==> src/rtl/i2s_tx.sv <==
`default_nettype none
// ============================================================================
//  Module      : i2s_tx
//  Description : I2S transmitter. Derives BCLK/LRCLK from the system clock,
//                takes one mono 24-bit sample per 64-BCLK frame through a
//                valid/ready handshake and sends it MSB-first in both the
//                left and right slots with the standard one-bit I2S delay.
//  Revision    : 1.0 - initial release
// ============================================================================
module i2s_tx #(
    parameter int BCLK_HALF = 16
) (
    input  logic        clk,
    input  logic        reset,
    input  logic [23:0] sample_in_data,
    input  logic        sample_in_valid,
    output logic        sample_in_ready,
    output logic        bclk,
    output logic        lrclk,
    output logic        sdata,
    output logic        underflow
);

    // ------------------------------------------------------------------------
    // Constants
    // ------------------------------------------------------------------------
    localparam int c_DATA_W = 24;
    localparam int c_DIV_W  = (BCLK_HALF > 1) ? $clog2(BCLK_HALF) : 1;

    localparam logic [c_DIV_W-1:0] c_DIV_MAX   = c_DIV_W'(BCLK_HALF - 1);
    localparam logic [5:0]         c_BIT_LAST  = 6'd63;
    localparam logic [4:0]         c_POS_FIRST = 5'd1;
    localparam logic [4:0]         c_POS_LAST  = 5'd24;

    // ------------------------------------------------------------------------
    // State
    // ------------------------------------------------------------------------
    logic [c_DIV_W-1:0]  r_div_cnt;
    logic                r_bclk;
    logic [5:0]          r_bit_cnt;
    logic [c_DATA_W-1:0] r_next;
    logic                r_next_full;
    logic [c_DATA_W-1:0] r_active;
    logic                r_ready;
    logic                r_lrclk;
    logic                r_sdata;
    logic                r_underflow;

    // ------------------------------------------------------------------------
    // Combinational decode
    // ------------------------------------------------------------------------
    logic                w_div_wrap;
    logic                w_fall_event;
    logic                w_frame_start;
    logic [5:0]          w_bit_cnt_nxt;
    logic                w_accept;
    logic                w_next_full_nxt;
    logic [4:0]          w_slot_pos;
    logic                w_in_word;
    logic [4:0]          w_bit_idx;
    logic                w_slot_bit;

    assign w_div_wrap    = (r_div_cnt == c_DIV_MAX);
    // BCLK is about to go 1 -> 0: this is where all serial outputs advance,
    // keeping them half a bit period away from the codec's sampling edge.
    assign w_fall_event  = w_div_wrap && r_bclk;
    assign w_bit_cnt_nxt = r_bit_cnt + 6'd1;
    assign w_frame_start = w_fall_event && (r_bit_cnt == c_BIT_LAST);
    assign w_accept      = sample_in_valid && r_ready;

    // Slot position of the bit that is about to be driven (new bit count).
    assign w_slot_pos    = w_bit_cnt_nxt[4:0];
    assign w_in_word     = (w_slot_pos >= c_POS_FIRST) && (w_slot_pos <= c_POS_LAST);
    assign w_bit_idx     = c_POS_LAST - w_slot_pos;
    assign w_slot_bit    = w_in_word ? r_active[w_bit_idx] : 1'b0;

    // Occupancy of the holding register after this cycle; a handshake that
    // coincides with a frame start lands in the emptied slot for next frame.
    always_comb begin
        w_next_full_nxt = r_next_full;
        if (w_frame_start) begin
            w_next_full_nxt = 1'b0;
        end
        if (w_accept) begin
            w_next_full_nxt = 1'b1;
        end
    end

    // BCLK divider: half-period counter toggling the bit clock on wrap.
    always_ff @(posedge clk or posedge reset) begin
        if (reset) begin
            r_div_cnt <= '0;
            r_bclk    <= 1'b0;
        end else if (w_div_wrap) begin
            r_div_cnt <= '0;
            r_bclk    <= ~r_bclk;
        end else begin
            r_div_cnt <= r_div_cnt + 1'b1;
        end
    end

    // Bit position within the 64-bit frame, advanced on each BCLK fall.
    always_ff @(posedge clk or posedge reset) begin
        if (reset) begin
            r_bit_cnt <= c_BIT_LAST;
        end else if (w_fall_event) begin
            r_bit_cnt <= w_bit_cnt_nxt;
        end
    end

    // Input holding register and registered ready (= holding register empty).
    always_ff @(posedge clk or posedge reset) begin
        if (reset) begin
            r_next      <= '0;
            r_next_full <= 1'b0;
            r_ready     <= 1'b0;
        end else begin
            if (w_accept) begin
                r_next <= sample_in_data;
            end
            r_next_full <= w_next_full_nxt;
            r_ready     <= ~w_next_full_nxt;
        end
    end

    // Frame-start load of the word being shifted out; silence on underflow.
    always_ff @(posedge clk or posedge reset) begin
        if (reset) begin
            r_active    <= '0;
            r_underflow <= 1'b0;
        end else begin
            r_underflow <= w_frame_start && !r_next_full;
            if (w_frame_start) begin
                r_active <= r_next_full ? r_next : '0;
            end
        end
    end

    // Serializer: word select and data bit, both updated on BCLK falls.
    always_ff @(posedge clk or posedge reset) begin
        if (reset) begin
            r_lrclk <= 1'b0;
            r_sdata <= 1'b0;
        end else if (w_fall_event) begin
            r_lrclk <= w_bit_cnt_nxt[5];
            r_sdata <= w_slot_bit;
        end
    end

    // ------------------------------------------------------------------------
    // Outputs
    // ------------------------------------------------------------------------
    assign sample_in_ready = r_ready;
    assign bclk            = r_bclk;
    assign lrclk           = r_lrclk;
    assign sdata           = r_sdata;
    assign underflow       = r_underflow;

endmodule
`default_nettype wire

==> config.mk <==
export PLATFORM = sky130hd
export DESIGN_NAME = i2s_tx
export DESIGN_NICKNAME = d
export VERILOG_FILES = /design/src/rtl/i2s_tx.sv
export SDC_FILE = /design/constraint.sdc
export NUM_CORES = 1
export LEC_CHECK = 0
export CORE_ASPECT_RATIO = 0.7
export CORE_MARGIN = 2
export CORE_UTILIZATION = 50
export CTS_CLUSTER_SIZE = 30
export DETAILED_ROUTE_END_ITERATION = 10
export PLACE_DENSITY = 0.87
export SLEW_MARGIN = 20
export SYNTH_ARGS = -nofsm -noshare
export SYNTH_HDL_FRONTEND = slang
export SYNTH_SLANG_ARGS = --single-unit
==> constraint.sdc <==
create_clock -name clk -period 2.3 [get_ports clk]
set_input_delay 0.46 -clock clk [delete_from_list [all_inputs] [get_ports clk]]
set_output_delay 0.46 -clock clk [all_outputs]
set_load 0.01 [all_outputs]
==> impl_metrics.tcl <==
set metrics [dict create \
    outcome "finished clean" \
    maxSlewViolCount 0 \
    h-tree-depth 3 \
    dp_hpwl_um 3670 \
    globalplace.congestion 0.828 \
    crit_path_top_delay_cell "dfstp_2" \
    die_area_um2 6410 \
    drive_above_1_share_pct 20.9 \
    drv_cap 0 \
    die_width_um 94.8 \
    die_h_um 67.6 \
    drc 0 \
    clk_latency_ns 0.33 \
    ant_nets 0 \
    fillerInstances 461 \
    slew_headroom_pct 46.0 \
    fin_area_um2 3530 \
    cts.clk_slew.worst_paths_ns 0.07 \
    antenna_found_initial 0 \
    fin_nets 326 \
    p_sw_mw 0.427 \
    pin_count 32 \
    final-setup-viol-count 0 \
    finalClockSkew_ns 0.00551 \
    initialDrtViolationCount 59 \
    placementRows 23 \
    vias_per_cell 5.18 \
    clockBufferDepth 2 \
    grt_pass1_wl_um 9080 \
    overflow 0 \
    wl_per_cell_um 14.0 \
    clock.fmax_mhz 474 \
    crit_chain "inv_1 -> ha_4 -> buf_4 -> mux2i_1 -> mux4_2 -> mux2i_1 -> mux2i_1 -> o21ai_1" \
    synth_fp_nets 289 \
    p_leak_nw 1.60 \
    ys_types 35 \
    p_int_mw 1.73 \
    grt_usage_pct 19.1 \
    syn_avg_cell_area_um2 11.1 \
    synth.most_common_cell "nand2_1" \
    placed_area_um2 3320 \
    slowest_delay_ns 0.58 \
    min_path_type "input port to async pin" \
    r2r_cells 8 \
    synthToLayoutAreaGrowth_pct 22.4 \
    core_area_um2 5640 \
    path_buf_inv 2 \
    postSynthCellCount 259 \
    worstSetupStartpointType "flip-flop" \
    synth.top_cells.by_area "dfrtp_1 50%, mux2_2 9.4%, nand2_1 7.9%, dfstp_2 5.5%, mux2i_1 3.8%" \
    port_buffers 31 \
    synthFlopType "dfrtp_1" \
    grt_pass1_vias 2013 \
    grt_max_degree 31 \
    post_cts_buffers 0 \
    ys_seq_area_share_pct 55.7 \
    yosys.area.top_type "dfrtp_1" \
    path_depth 8 \
    synthArstFlopShare_pct 100 \
    path_class "flip-flop to flip-flop" \
    combPwrFrac_pct 3.3 \
    pwr-share-seq_pct 52.3 \
    synth_common_cells "61 x nand2_1, 58 x dfrtp_1, 24 x mux2_2, 18 x o21ai_0" \
    synth_seq_cells 64 \
    synth.top_cell.area_share_pct 50.3 \
    final.period_utilization_pct 91.8 \
    cts_sinks 64 \
    cts_inserted_buffers 9 \
    vias 1947 \
    cp_max_fo 8 \
    hold_viol 0 \
    cts_root_buf "clkbuf_8" \
    ff_latch_area_um2 1610 \
    path_delay_family "multiplexers" \
    switching_share_pct 19.8 \
    worstMarginPinSlew_ns 0.811 \
    power_mw 2.15 \
    cp_data_required_time_ns 2.56 \
    peakVddDrop_uv 389 \
    path_common_cell "mux2i_1" \
    diodes 0 \
    cp-end-kind "flip-flop" \
    final.setup.tns_ns 0 \
    firstDrtPassIters 4 \
    holdBufCountCts 0 \
    wirelength_um 5280 \
    power.density_nw_per_um2 610 \
    cts_tree "done" \
    synth-edff-count 0 \
    ys.warnings.count 0 \
    fin_crit_ns 2.11 \
    cts-resized-gates 0 \
    syn_area_um2 2890 \
    clkPwrFrac_pct 44.4 \
    rsz0062_at_grt "no" \
    start_util_pct 51.2 \
    multi_input_area_um2 1200 \
    cp.arrival_ns 2.37 \
]
worst reg2reg max path: cells and delay by family (launching register included):
family,cells,cell delay (ns)
muxes,4,0.77
buffers and inverters,2,0.24
AOI/OAI and AO/OA,1,0.13
adders and majority gates,1,0.32
DFF,1,0.58
per-layer routing:
layer / track usage (%) / vias up / wire length [µm]
met4: 7.79 / 0 / 72
met3: 7.48 / 10 / 285
met2: 31.4 / 56 / 2570
met5: 0 / - / 0
li1: - / 949 / -
met1: 23.0 / 932 / 2360
state kept, by name (all words and copies together) (netlist names), 4 cells and up:
register,cells
r_active,24
r_bit_cnt,6
r_div_cnt,4
r_next,24
logic make-up (layout without fill, tap and decap cells):
| group | count (synthesis) | after routing | synth area share (%) |
|---|---|---|---|
| AOI/OAI and AO/OA | 38 | 38 | 7.89 |
| xor gates and xnor gates | 11 | 11 | 3.34 |
| adders and majority gates | 3 | 3 | 1.30 |
| buffers and inverters | 20 | 62 | 3.08 |
| DFF | 64 | 64 | 55.7 |
| muxes | 39 | 39 | 16.3 |
| and+or+nand+nor | 84 | 84 | 12.4 |
power by group through the flow:
stage / registers [mW] / clock network (mW) / logic (mW)
6_report: 1.13 / 0.957 / 0.0717
2_1_floorplan: 1.15 / 0 / 0.0168
4_1_cts: 1.13 / 0.988 / 0.0742
3_3_place_gp: 1.15 / 0 / 0.0726
3_5_place_dp: 1.15 / 0 / 0.0737
5_1_grt: 1.13 / 1.04 / 0.0802
through the flow:
step	hold WS, ns	instances	setup WS [ns]	util (%)
4_1_cts	0.479	376	0.0296	62.4
6_report	0.482	376	0.188	62.6
5_1_grt	0.499	376	0.0467	62.6
2_1_floorplan	0.442	259	0.0980	-
3_3_place_gp	0.458	360	0.202	58.9
3_5_place_dp	0.472	360	0.0720	58.9
path summary, 6_finish.rpt:
| path | slack [ns] | endpoint | startpoint |
|---|---|---|---|
| max | 0.19 | sdata | r_bit_cnt[1] |
| min | 0.48 | r_active[17] | reset |
| max reg2reg | 0.19 | sdata | r_bit_cnt[1] |
| min reg2reg | 0.48 | r_div_cnt[3] | r_div_cnt[3] |
| max in group asynchronous | 1.16 | r_bit_cnt[2] | reset |
| min in group clk | 0.48 | r_div_cnt[3] | r_div_cnt[3] |
cell usage in the layout, fill, tap and decap left out, types with 6 or more instances in the layout:
cell type / count
nand2_1: 61
dfrtp_1: 58
clkdlybuf4s50_1: 31
mux2_2: 24
o21ai_0: 18
o21ai_1: 11
mux2i_1: 11
clkbuf_8: 11
nor2_1: 8
buf_4: 8
xnor2_1: 7
dfstp_2: 6
final cells by class:
type	count	area share [%]
inverter	5	0.531
clock buffer	13	4.50
sequential	64	45.5
timing repair buffer	41	11.6
clock inverter	3	1.13
multi-input combinational	175	34.0
tap	75	2.66
Power figures use the tool's default switching activity.
